==> config.mk <==
export PLATFORM = sky130hd
export DESIGN_NAME = hazard_fwd_unit
export DESIGN_NICKNAME = d
export VERILOG_FILES = /design/src/rtl/hazard_fwd_unit.sv
export SDC_FILE = /design/constraint.sdc
export NUM_CORES = 1
export LEC_CHECK = 0
export ABC_AREA = 1
export CELL_PAD_IN_SITES_DETAIL_PLACEMENT = 1
export CELL_PAD_IN_SITES_GLOBAL_PLACEMENT = 1
export CORE_AREA = 2 2 111 113
export CTS_BUF_LIST = sky130_fd_sc_hd__clkbuf_4
export CTS_CLUSTER_DIAMETER = 40
export DETAILED_ROUTE_END_ITERATION = 12
export DIE_AREA = 0 0 113 115
export GPL_ROUTABILITY_DRIVEN = 1
export GPL_TIMING_DRIVEN = 0
export PLACE_DENSITY = 0.64
export SKIP_CTS_REPAIR_TIMING = 1
export SLEW_MARGIN = 20
export SYNTH_ARGS = -nofsm -noshare
export SYNTH_HDL_FRONTEND = slang
export SYNTH_SLANG_ARGS = --single-unit
==> constraint.sdc <==
create_clock -name clk -period 2.5 [get_ports clk]
set_input_delay 0.75 -clock clk [delete_from_list [all_inputs] [get_ports clk]]
set_output_delay 0.75 -clock clk [all_outputs]
set_load 0.01 [all_outputs]
==> src/rtl/hazard_fwd_unit.sv <==
// hazard_fwd_unit
//   Hazard and forwarding controller for the 5-stage core. It keeps a shadow
//   copy of the EXE/MEM/WB destination info and, from it, produces per-source
//   forwarding selects, load-use stalls and branch/jump squashes for decode.
//
// Ports
//   clk, rst       clock, synchronous active-high reset
//   id_valid       decode stage holds a real instruction
//   id_src_addr    source register addresses, src i at [i*AW +: AW]
//   id_src_used    source i is actually read
//   id_dst_addr    destination register of the decoded instruction
//   id_wreg        decoded instruction writes the register file
//   id_is_load     decoded instruction is a load
//   id_is_jump     unconditional jump, resolved in ID
//   ex_br_taken    branch currently in EXE is taken
//   stall          freeze PC and IF/ID, insert bubble into EXE
//   issue          ID instruction advances into EXE this cycle
//   flush_ifid     squash the instruction being written into IF/ID
//   fwd_sel        per source: 0 regfile, 1 EXE, 2 MEM, 3 WB
//   stall_cycles   saturating count of stall cycles
//   flush_cycles   saturating count of squash cycles
module hazard_fwd_unit #(
  parameter int AW        = 5,
  parameter int NUM_SRC   = 2,
  parameter int FWD_EN    = 1,
  parameter int LOAD_LAT  = 1,
  parameter int FLUSH_CYC = 1,
  parameter int CNT_W     = 16
) (
  input  logic                    clk,
  input  logic                    rst,
  input  logic                    id_valid,
  input  logic [NUM_SRC*AW-1:0]   id_src_addr,
  input  logic [NUM_SRC-1:0]      id_src_used,
  input  logic [AW-1:0]           id_dst_addr,
  input  logic                    id_wreg,
  input  logic                    id_is_load,
  input  logic                    id_is_jump,
  input  logic                    ex_br_taken,
  output logic                    stall,
  output logic                    issue,
  output logic                    flush_ifid,
  output logic [2*NUM_SRC-1:0]    fwd_sel,
  output logic [CNT_W-1:0]        stall_cycles,
  output logic [CNT_W-1:0]        flush_cycles
);

  localparam int FCW = $clog2(FLUSH_CYC + 1);

  typedef struct packed {
    logic          valid;
    logic          wreg;
    logic [AW-1:0] dst;
    logic          is_load;
  } stage_t;

  typedef enum logic {
    S_RUN,
    S_FLUSH
  } state_t;

  stage_t ex_q, mem_q;
  // The WB copy never needs is_load: nothing past WB is a load-use source.
  logic          wb_valid_q, wb_wreg_q;
  logic [AW-1:0] wb_dst_q;

  state_t         state_q, state_d;
  logic [FCW-1:0] fcnt_q, fcnt_d;

  logic [NUM_SRC-1:0] m_ex, m_mem, m_wb;
  logic               hazard;

  function automatic logic src_match(input logic v, input logic w,
                                     input logic [AW-1:0] dst,
                                     input logic [AW-1:0] src,
                                     input logic used);
    return v && w && used && (src == dst) && (dst != '0);
  endfunction

  // Per-source match against each shadow stage
  always_comb begin
    m_ex  = '0;
    m_mem = '0;
    m_wb  = '0;
    for (int unsigned i = 0; i < NUM_SRC; i++) begin
      m_ex[i]  = src_match(ex_q.valid, ex_q.wreg, ex_q.dst,
                           id_src_addr[i*AW +: AW], id_src_used[i]);
      m_mem[i] = src_match(mem_q.valid, mem_q.wreg, mem_q.dst,
                           id_src_addr[i*AW +: AW], id_src_used[i]);
      m_wb[i]  = src_match(wb_valid_q, wb_wreg_q, wb_dst_q,
                           id_src_addr[i*AW +: AW], id_src_used[i]);
    end
  end

  // Hazard detection and forwarding select
  always_comb begin
    hazard  = 1'b0;
    fwd_sel = '0;
    if (FWD_EN != 0) begin
      hazard = ((|m_ex) && ex_q.is_load) ||
               ((LOAD_LAT == 2) && (|m_mem) && mem_q.is_load);
      for (int unsigned i = 0; i < NUM_SRC; i++) begin
        if (m_ex[i])       fwd_sel[2*i +: 2] = 2'd1;
        else if (m_mem[i]) fwd_sel[2*i +: 2] = 2'd2;
        else if (m_wb[i])  fwd_sel[2*i +: 2] = 2'd3;
        else               fwd_sel[2*i +: 2] = 2'd0;
      end
    end else begin
      // WB writes in the first half-cycle, so only EXE/MEM writers block.
      hazard = (|m_ex) || (|m_mem);
    end
  end

  // Control FSM: branch squash > hazard stall > jump squash
  always_comb begin
    state_d    = state_q;
    fcnt_d     = fcnt_q;
    stall      = 1'b0;
    issue      = 1'b0;
    flush_ifid = 1'b0;
    case (state_q)
      S_RUN: begin
        if (ex_br_taken) begin
          flush_ifid = 1'b1;
          if (FLUSH_CYC > 1) begin
            state_d = S_FLUSH;
            fcnt_d  = FCW'(FLUSH_CYC - 1);
          end
        end else if (hazard && id_valid) begin
          stall = 1'b1;
        end else begin
          issue      = id_valid;
          flush_ifid = id_valid && id_is_jump;
        end
      end
      S_FLUSH: begin
        // fcnt holds the FLUSH cycles still to come, including this one, so
        // the branch cycle plus the FLUSH cycles total FLUSH_CYC squashes.
        flush_ifid = 1'b1;
        if (fcnt_q <= FCW'(1)) begin
          state_d = S_RUN;
          fcnt_d  = '0;
        end else begin
          fcnt_d = fcnt_q - FCW'(1);
        end
      end
      default: begin
        state_d = S_RUN;
        fcnt_d  = '0;
      end
    endcase
  end

  always_ff @(posedge clk) begin
    if (rst) begin
      state_q <= S_RUN;
      fcnt_q  <= '0;
    end else begin
      state_q <= state_d;
      fcnt_q  <= fcnt_d;
    end
  end

  // Shadow pipeline
  always_ff @(posedge clk) begin
    if (rst) begin
      ex_q       <= '0;
      mem_q      <= '0;
      wb_valid_q <= 1'b0;
      wb_wreg_q  <= 1'b0;
      wb_dst_q   <= '0;
    end else begin
      wb_valid_q <= mem_q.valid;
      wb_wreg_q  <= mem_q.wreg;
      wb_dst_q   <= mem_q.dst;
      mem_q      <= ex_q;
      if (issue) begin
        ex_q.valid   <= 1'b1;
        ex_q.wreg    <= id_wreg;
        ex_q.dst     <= id_dst_addr;
        ex_q.is_load <= id_is_load;
      end else begin
        ex_q <= '0;
      end
    end
  end

  // Saturating event counters
  always_ff @(posedge clk) begin
    if (rst) begin
      stall_cycles <= '0;
      flush_cycles <= '0;
    end else begin
      if (stall && (stall_cycles != '1))
        stall_cycles <= stall_cycles + CNT_W'(1);
      if (flush_ifid && (flush_cycles != '1))
        flush_cycles <= flush_cycles + CNT_W'(1);
    end
  end

endmodule
==> out/metrics.yaml, run 1 <==
stdcell_area_sq_um: 3996
fp.dieW_microns: 113
maxSlewHeadroom_pct: 58.45
hp-start: "ex_q[6]$_SDFF_PP0_"
synth_mux_area_share_pct: 0
final_cell_mix: "95 x nand2_1, 73 x nor2_1, 45 x dfxtp_1"
fillers: 1491
p_seq_share_pct: 59.1
use_met2_pct: 22.83
ys_ff_latch: 54
slew_violations: 0
cp.required_ns: 1.75
synthXorXnorAreaFrac_pct: 8.788
overflow: 0
fin_ws_ns: -0.2378
crit_path_end_kind: "primary output"
setup_viol: 4
place_ws_ns: -1.061
startpoint: "id_src_addr[6]"
yosysWarnings: 0
clock_skew_ns: 0.02514
p_total_w: 0.001509
globalplace.congestion: 0.8013
grt_pass1_wl_mm: 13.43
grt_util_all_layers_pct: 12.70
ant_nets: 0
grtUsageMet1_pct: 15.70
rrSetupSlack_ns: 0.45
syn_nets: 444
r2r_end: "flush_cycles[8]$_SDFFE_PP0P_"
drive_gt1_share_pct: 22.33
h-tree-depth: 2
grt_pass1_vias: 2827
drtIter0Drc: 64
clockBufferDepth: 2
synth_top_family_by_area: "simple AND/OR/NAND/NOR gates"
synth_compound_gate_area_share_pct: 7.662
switchingPower_w: 0.0004108
dieHeight_microns: 115
cts_tree: "built"
worstReg2RegStart: "flush_cycles[0]$_SDFFE_PP0P_"
root_buffer: "clkbuf_4"
hold_viol_final: 0
busiest_layer: "met2"
wl_per_cell_microns: 13.02
multi_input_area_sq_um: 1728
area_growth_pct: 38.27
syn_area_sq_um: 2890
die-area_sq_um: 13000
period_needed_ns: 2.738
period_share_pct: 109.5
num_rows: 40
clk_pin_slew_ns: 0.15
clock_power_share_pct: 26.3
p_leak_nw: 1.700
hold_ws_ns: 0.4353
viasPerCell: 4.397
ios: 63
worstHoldEndpoint: "mem_q[6]$_SDFF_PP0_"
cts_buffers: 5
tightest_slew_ns: 0.6233
synth-simple-area-share_pct: 36.28
hold_path_class: "flip-flop to flip-flop"
switching_share_pct: 27.22
layout_commonest_cell: "nand2_1"
dpl_cell_area_sq_um: 3695
grt_max_degree: 16
antenna_found_initial: 1
seqCellArea_sq_um: 1095
totalWireLength_mm: 8.398
yosys.area_share.adder_pct: 0.8658
core_area_sq_um: 11810
fmax_mhz: 365.3
worstSetupPathType: "input pin to primary output"
final_cell_count_no_fill: 645
num_vias: 2836
combPwrFrac_pct: 14.6
p_int_w: 0.001098
numPlacedInstances: 627
avgSynthCellArea_sq_um: 6.915
violations: "design-rule violations, negative setup slack"
cp.arrival_ns: 1.99
path_max_fanout: 3
syn_inst: 418
dr.pass1.iters: 8
hpwl_mm: 6.507
grt_use_met3_pct: 2.425
rsz0062_at_grt: "yes"
start_kind: "input pin"
ys_seq_area_share_pct: 37.40
drv_cap: 0
p_per_area_nw_per_um2: 377.6
nets: 522
ir_drop_mv: 0.2059
clk_latency_ns: 0.38
clock_sinks: 54
start_util_pct: 24.47
io_buffers: 62
worstHoldPathCells: 2
reg2regPathDepth: 13
drc: 4
yosysUniqueCellTypes: 31
status: "complete, but fails checks"
==> worst max-delay path by stage <==
| stage | end | slack (ns) | cells past startpoint |
|---|---|---|---|
| finish | fwd_sel[2] | -0.24 | 9 |
| CTS | fwd_sel[2] | -1.06 | 8 |
| floorplan | fwd_sel[2] | 0.09 | 6 |
| global route | fwd_sel[2] | -0.29 | 9 |
| detailed placement | fwd_sel[2] | -1.06 | 8 |
| global placement | fwd_sel[2] | -1.00 | 8 |
==> power by group through the flow <==
stage | sequential [W] | combinational [W] | clock [W]
6_report | 0.000891 | 0.000221 | 0.000397
5_1_grt | 0.000895 | 0.000243 | 0.000451
4_1_cts | 0.000891 | 0.000196 | 0.000408
3_5_place_dp | 0.000909 | 0.000195 | 0
3_3_place_gp | 0.000908 | 0.000191 | 0
2_1_floorplan | 0.000909 | 0.0000971 | 0
==> cell usage after synthesis, drive strengths merged <==
cell type | count | area, sq um
inv | 57 | 214.0
dfxtp | 54 | 1081
nor4 | 4 | 25.02
xor2 | 11 | 96.34
o21a | 3 | 22.52
nand3 | 26 | 140.1
o21ai | 7 | 35.03
nor3 | 5 | 25.02
clkbuf | 4 | 15.01
ha | 2 | 25.02
nor2 | 83 | 352.8
clkinv | 1 | 3.750
xnor2 | 18 | 157.7
nand3b | 1 | 7.510
o22ai | 1 | 6.260
nand4 | 8 | 56.30
buf | 2 | 27.53
a21oi | 23 | 148.9
nand2 | 107 | 441.7
a211o | 1 | 8.760
==> area by class of cell <==
class,count,share of cell area (%)
Timing Repair Buffer,71,16.66
Sequential cell,54,27.40
Inverter,58,5.636
Clock buffer,6,1.127
Antenna cell,1,0.06262
Tap cell,147,4.602
Clock inverter,2,0.2192
Buffer,6,1.064
Multi-Input combinational cell,300,43.24
==> state kept, by name, indices dropped and copies added (netlist names) <==
name / flops
flush_cycles: 16
stall_cycles: 16
ex_q: 8
mem_q: 7
wb_dst_q: 5
wb_valid_q: 1
wb_wreg_q: 1
==> cell families after synthesis <==
kind of cell	count (synthesis)
xor gates and xnor gates	29
AOI/OAI and AO/OA	35
buffers and inverters	64
adders and majority gates	2
and+or+nand+nor	234
DFF	54
==> per-stage QoR <==
step	setup TNS [ns]	util (%)
5_1_grt	-1.014	33.83
2_1_floorplan	0	-
3_3_place_gp	-14.31	31.28
6_report	-0.5652	33.83
4_1_cts	-6.965	31.74
3_5_place_dp	-16.83	31.28
==> worst max-delay path, cell delays in order <==
cell and delay, ns:
buf_8 0.11, inv_6 0.05, o22ai_2 0.08, a211o_1 0.30, nor4_4 0.27, buf_4 0.17, inv_2 0.03, o21ai_2 0.09
buf_2 0.14
==> per-layer routing <==
metal  wire length, microns  up-vias
met2                   4134       44
met3                    297        9
met1                   3835     1328
li1                       -     1455
met5                      0        -
met4                    129        0
No activity file was read; power rests on OpenSTA's default activity.
==> inputs of run 2 (changes only) <==
==> config.mk (replaced) <==
export PLATFORM = sky130hd
export DESIGN_NAME = hazard_fwd_unit
export DESIGN_NICKNAME = d
export VERILOG_FILES = /design/src/rtl/hazard_fwd_unit.sv
export SDC_FILE = /design/constraint.sdc
export NUM_CORES = 1
export LEC_CHECK = 0
export CELL_PAD_IN_SITES_DETAIL_PLACEMENT = 1
export CELL_PAD_IN_SITES_GLOBAL_PLACEMENT = 1
export CORE_AREA = 2 2 109 111
export CTS_BUF_LIST = sky130_fd_sc_hd__clkbuf_4
export CTS_CLUSTER_DIAMETER = 40
export DETAILED_ROUTE_END_ITERATION = 12
export DIE_AREA = 0 0 111 113
export GPL_ROUTABILITY_DRIVEN = 1
export GPL_TIMING_DRIVEN = 0
export HOLD_SLACK_MARGIN = 0.1
export PLACE_DENSITY = 0.62
export SKIP_CTS_REPAIR_TIMING = 1
export SLEW_MARGIN = 25
export SYNTH_ARGS = -nofsm -noshare
export SYNTH_HDL_FRONTEND = slang
export SYNTH_SLANG_ARGS = --single-unit
==> out/metrics.yaml, run 2 <==
status: "complete, but fails checks"
violations: "negative setup slack"
cts_tree: "built"
dieHeight_microns: 113
synth_common_cells: "54 x dfxtp_1, 25 x xor2_1, 24 x nor2b_1, 22 x nand3_1, 20 x a21oi_1"
startpoint: "mem_q[5]$_SDFF_PP0_"
hp-start: "mem_q[6]$_SDFF_PP0_"
num_rows: 39
cp.arrival_ns: 2.08
yosys.area_share.adder_pct: 0.9070
slowest_delay_ns: 0.55
path_cells: "or4_4 > o211ai_1 > buf_4 > buf_12 > nor2_2 > o21ai_1 > buf_2"
rsz0062_at_grt: "yes"
grt_pass1_vias: 2769
cp.required_ns: 1.75
rrSetupSlack_ns: 0.09
synth-simple-area-share_pct: 29.84
die-area_sq_um: 12540
ys_seq_area_share_pct: 39.18
hold_viol_final: 0
tightest_slew_ns: 0.5161
drv_cap: 0
p_leak_nw: 1.482
fillers: 1304
hold_path_class: "flip-flop to flip-flop"
seqCellArea_sq_um: 1100
setup_viol: 7
worstReg2RegStart: "ex_q[2]$_SDFF_PP0_"
dr.pass1.iters: 4
totalWireLength_mm: 9.443
path_max_fanout: 3
clk_latency_ns: 0.38
top_regs: "flush_cycles (16), stall_cycles (16), ex_q (8)"
ys_ff_latch: 54
clock_sinks: 54
io_buffers: 62
clk_pin_slew_ns: 0.16
grt_util_all_layers_pct: 14.06
fmax_mhz: 353.8
drc: 0
drive_gt1_share_pct: 25.31
overflow: 0
place_ws_ns: -1.336
slew_violations: 0
netlist_top_cells_area: "dfxtp_1 39%, xor2_1 7.9%, nor2b_1 5.4%, mux2_2 4.1%, nand3_1 4.0%"
ant_nets: 0
synth_mux_area_share_pct: 4.444
syn_inst: 315
crit_path_end_kind: "primary output"
wl_per_cell_microns: 17.29
grt_max_degree: 16
final_cell_mix: "47 x dfxtp_1, 44 x clkdlybuf4s50_1, 24 x nor2b_1"
clock_skew_ns: 0.01331
ios: 63
slowest_stage: "or4_4"
viasPerCell: 4.976
synthFlopType: "dfxtp_1"
multi_input_area_sq_um: 1846
layout_commonest_cell: "dfxtp_1"
core_area_sq_um: 11270
synth_top_area_cell: "dfxtp_1"
synth_enable_flop_cells: 0
maxSlewHeadroom_pct: 65.59
synth_compound_gate_area_share_pct: 13.06
fin_util_pct: 35.60
cts_buffers: 5
root_buffer: "clkbuf_4"
diodes: 0
grt_pass1_wl_mm: 14.40
synth_top_area_share_pct: 39.18
fin_tns_setup_ns: -2.059
area_growth_pct: 45.44
num_vias: 2717
ir_drop_mv: 0.1472
fin_ws_ns: -0.3264
start_kind: "flip-flop"
nets: 429
fp.dieW_microns: 111
postSynth.asyncResetShare_pct: 0
synth_most_common_cell: "dfxtp_1"
drtIter0Drc: 88
syn_area_sq_um: 2759
h-tree-depth: 2
yosysWarnings: 0
avgSynthCellArea_sq_um: 8.758
period_needed_ns: 2.826
synth_top_family_by_area: "simple AND/OR/NAND/NOR gates"
clockBufferDepth: 2
hpwl_mm: 6.585
syn_nets: 341
p_per_area_nw_per_um2: 366.3
yosysUniqueCellTypes: 40
start_util_pct: 24.48
period_share_pct: 113.1
worstSetupPathType: "flip-flop to primary output"
globalplace.congestion: 0.7862
synthXorXnorAreaFrac_pct: 9.841
antenna_found_initial: 0
[run 2: worst max-delay path: cells and delay by family (launching register included)]
family                 cells  cell delay (ns)
buffers and inverters      3             0.42
and+or+nand+nor            2             0.58
DFF                        1             0.37
AOI/OAI and AO/OA          2             0.33
[run 2: cell type report]
cell class | count | area share, %
clock inverter | 1 | 0.1871
inverter | 3 | 0.2806
multi-input combinational | 245 | 45.99
buffer | 13 | 1.715
clock buffer | 6 | 1.123
timing repair buffer | 81 | 18.83
tap | 143 | 4.459
sequential | 54 | 27.41
[run 2: worst paths after layout]
| kind | endpoint | cells past startpoint |
|---|---|---|
| worst max-delay path | fwd_sel[0] | 7 |
| worst min-delay path | wb_wreg_q$_SDFF_PP0_ | 1 |
| worst max register to register | flush_cycles[1]$_SDFFE_PP0P_ | 9 |
| worst min register to register | wb_wreg_q$_SDFF_PP0_ | 1 |
[run 2: layer usage]
layer | routed length, microns | GRT usage, %
met2 | 4840 | 24.91
met4 | 112 | 3.000
met5 | 0 | 0
met3 | 231 | 2.250
met1 | 4258 | 18.13
[run 2: stage by stage]
stage	cells	hold slack [ns]	total power (W)	cell area (sq um)
floorplan	315	0.4384	0.0009669	2768
global placement	520	0.4500	0.001052	3567
detailed placement	520	0.4612	0.001055	3567
CTS	527	0.4818	0.001462	3620
global route	546	0.4952	0.001538	4013
finish	546	0.4751	0.001470	4013
[run 2: where the power goes]
group	switching, W	leakage (nW)	internal [W]
logic	0.0000977	1.01	0.0000871
clock network	0.000284	0.0278	0.000117
registers	0.0000156	0.441	0.000868
total	0.000397	1.48	0.00107
[run 2: kinds of logic after synthesis]
kind of cell    after synthesis
xor+xnor                     31
mux                          11
flops                        54
simple gates                145
buf+inv                      16
fa+ha+maj                     2
compound gates               56
==> inputs of run 3 (changes only) <==
--- a/config.mk
+++ b/config.mk
@@ -16,7 +16,6 @@
 export GPL_TIMING_DRIVEN = 0
 export HOLD_SLACK_MARGIN = 0.1
 export PLACE_DENSITY = 0.62
-export SKIP_CTS_REPAIR_TIMING = 1
 export SLEW_MARGIN = 25
 export SYNTH_ARGS = -nofsm -noshare
 export SYNTH_HDL_FRONTEND = slang
==> out/metrics.yaml, run 3 (same netlist as run 2, synthesis figures left out) <==
status: "complete, but fails checks"
violations: "negative setup slack"
clock_skew_ns: 0.01170
dr.pass1.iters: 4
slowest_delay_ns: 0.35
clock_sinks: 54
fmax_mhz: 347.1
wl_per_cell_microns: 17.25
slowest_stage: "nor4_4"
dieHeight_microns: 113
viasPerCell: 4.938
die-area_sq_um: 12540
seqCellArea_sq_um: 1105
root_buffer: "clkbuf_4"
crit_cells: 7
drive_gt1_share_pct: 28.85
hold_viol_final: 0
core_area_sq_um: 11270
rsz0062_at_grt: "yes"
path_cells: "buf_12 > xor2_4 > nor4_4 > nand3_2 > buf_6 > a211oi_4 > buf_2"
clockBufferDepth: 2
period_needed_ns: 2.881
totalWireLength_mm: 9.522
maxSlewHeadroom_pct: 63.94
slew_violations: 0
clk_pin_slew_ns: 0.16
top_regs: "flush_cycles (16), stall_cycles (16), ex_q (8)"
fillers: 1303
globalplace.congestion: 0.7862
combPwrFrac_pct: 13.0
area_growth_pct: 50.57
worstSetupPathType: "input pin to primary output"
grt_pass1_vias: 2933
p_leak_nw: 1.541
p_int_w: 0.001078
io_buffers: 62
p_per_area_nw_per_um2: 356.4
h-tree-depth: 2
overflow: 0
drc: 0
crit_family: "simple AND/OR/NAND/NOR gates"
drv_cap: 0
start_util_pct: 24.48
reg2regPathDepth: 10
grt_max_degree: 16
path_max_fanout: 3
ir_drop_mv: 0.1473
setup_viol: 8
multi_input_area_sq_um: 1899
cts_tree: "built"
p_seq_share_pct: 59.7
ios: 63
num_rows: 39
final_cell_mix: "45 x dfxtp_1, 44 x clkdlybuf4s50_1, 24 x nor2b_1"
antenna_found_initial: 0
num_vias: 2726
fp.dieW_microns: 111
worstHoldPathCells: 1
clock_power_share_pct: 27.3
start_kind: "input pin"
switching_share_pct: 27.17
stdcell_area_sq_um: 4154
drtIter0Drc: 119
grt_util_all_layers_pct: 15.13
cts_buffers: 5
clk_latency_ns: 0.39
nets: 435
grt_pass1_wl_mm: 15.46
hold_ws_ns: 0.4782
dpl_cell_area_sq_um: 3567
fin_ws_ns: -0.3808
hold_path_class: "flip-flop to flip-flop"
period_share_pct: 115.2
ant_nets: 0
cp.required_ns: 1.75
hpwl_mm: 6.585
diodes: 0
cp_num_buf_inv: 3
tightest_slew_ns: 0.5409
p_total_w: 0.001481
layout_commonest_cell: "dfxtp_1"
crit_path_end_kind: "primary output"
cp.arrival_ns: 2.13
switchingPower_w: 0.0004022
run 3: path summary, 6_finish.rpt:
check                                         start                             to  slack, ns
worst max-delay path                 id_src_addr[2]                          stall      -0.38
worst min-delay path            mem_q[7]$_SDFF_PP0_          wb_valid_q$_SDFF_PP0_       0.48
worst max register to register   ex_q[3]$_SDFF_PP0_  flush_cycles[10]$_SDFFE_PP0P_       0.03
worst min register to register  mem_q[7]$_SDFF_PP0_          wb_valid_q$_SDFF_PP0_       0.48
run 3: worst register-to-register path, stage by stage (launching register included):
cell and delay [ns]:
dfxtp_2 0.40, xor2_4 0.20, nor4_4 0.35, nand3_2 0.19
buf_6 0.16, buf_4 0.14, a211oi_4 0.36, buf_6 0.19
buf_6 0.10, nor3_1 0.04, mux2_2 0.27
run 3: metrics by stage:
step	setup slack, ns	TNS [ns]	instances	utilization (%)
detailed placement	-1.336	-36.75	520	31.65
finish	-0.3808	-1.853	552	36.85
global route	-0.4301	-2.778	552	36.85
CTS	-0.3533	-1.833	543	34.47
global placement	-1.278	-33.42	520	31.65
floorplan	-0.01320	-0.01320	315	-
run 3: cell type report:
| cell class | instances | area share [%] |
|---|---|---|
| buffer | 13 | 1.988 |
| inverter | 3 | 0.2711 |
| multi-input combinational | 245 | 45.72 |
| tap | 143 | 4.307 |
| sequential | 54 | 26.60 |
| timing repair buffer | 87 | 19.85 |
| clock inverter | 1 | 0.1807 |
| clock buffer | 6 | 1.084 |
run 3: repair_timing:
action	in CTS	in global routing
pin swaps	19	21
buffers inserted	16	9
resized for setup	122	52
setup endpoints to repair	46	35
hold endpoints to repair	0	0
hold buffers	0	0
run 3: power by group through the flow:
stage	Combinational [W]	Clock [W]	Sequential, W
after floorplan	0.0000659	0	0.000901
after global placement	0.000149	0	0.000904
after detailed placement	0.000151	0	0.000904
after CTS	0.000172	0.000423	0.000885
after global routing	0.000210	0.000453	0.000886
final	0.000193	0.000404	0.000884
run 3: layer usage:
metal  vias up  share of wire, %  track usage [%]
met5         -                 0                0
met4         0               1.2            3.417
met1      1337                45            19.05
met2        54                50            27.24
li1       1325                 -                -
met3        10               3.1            2.517
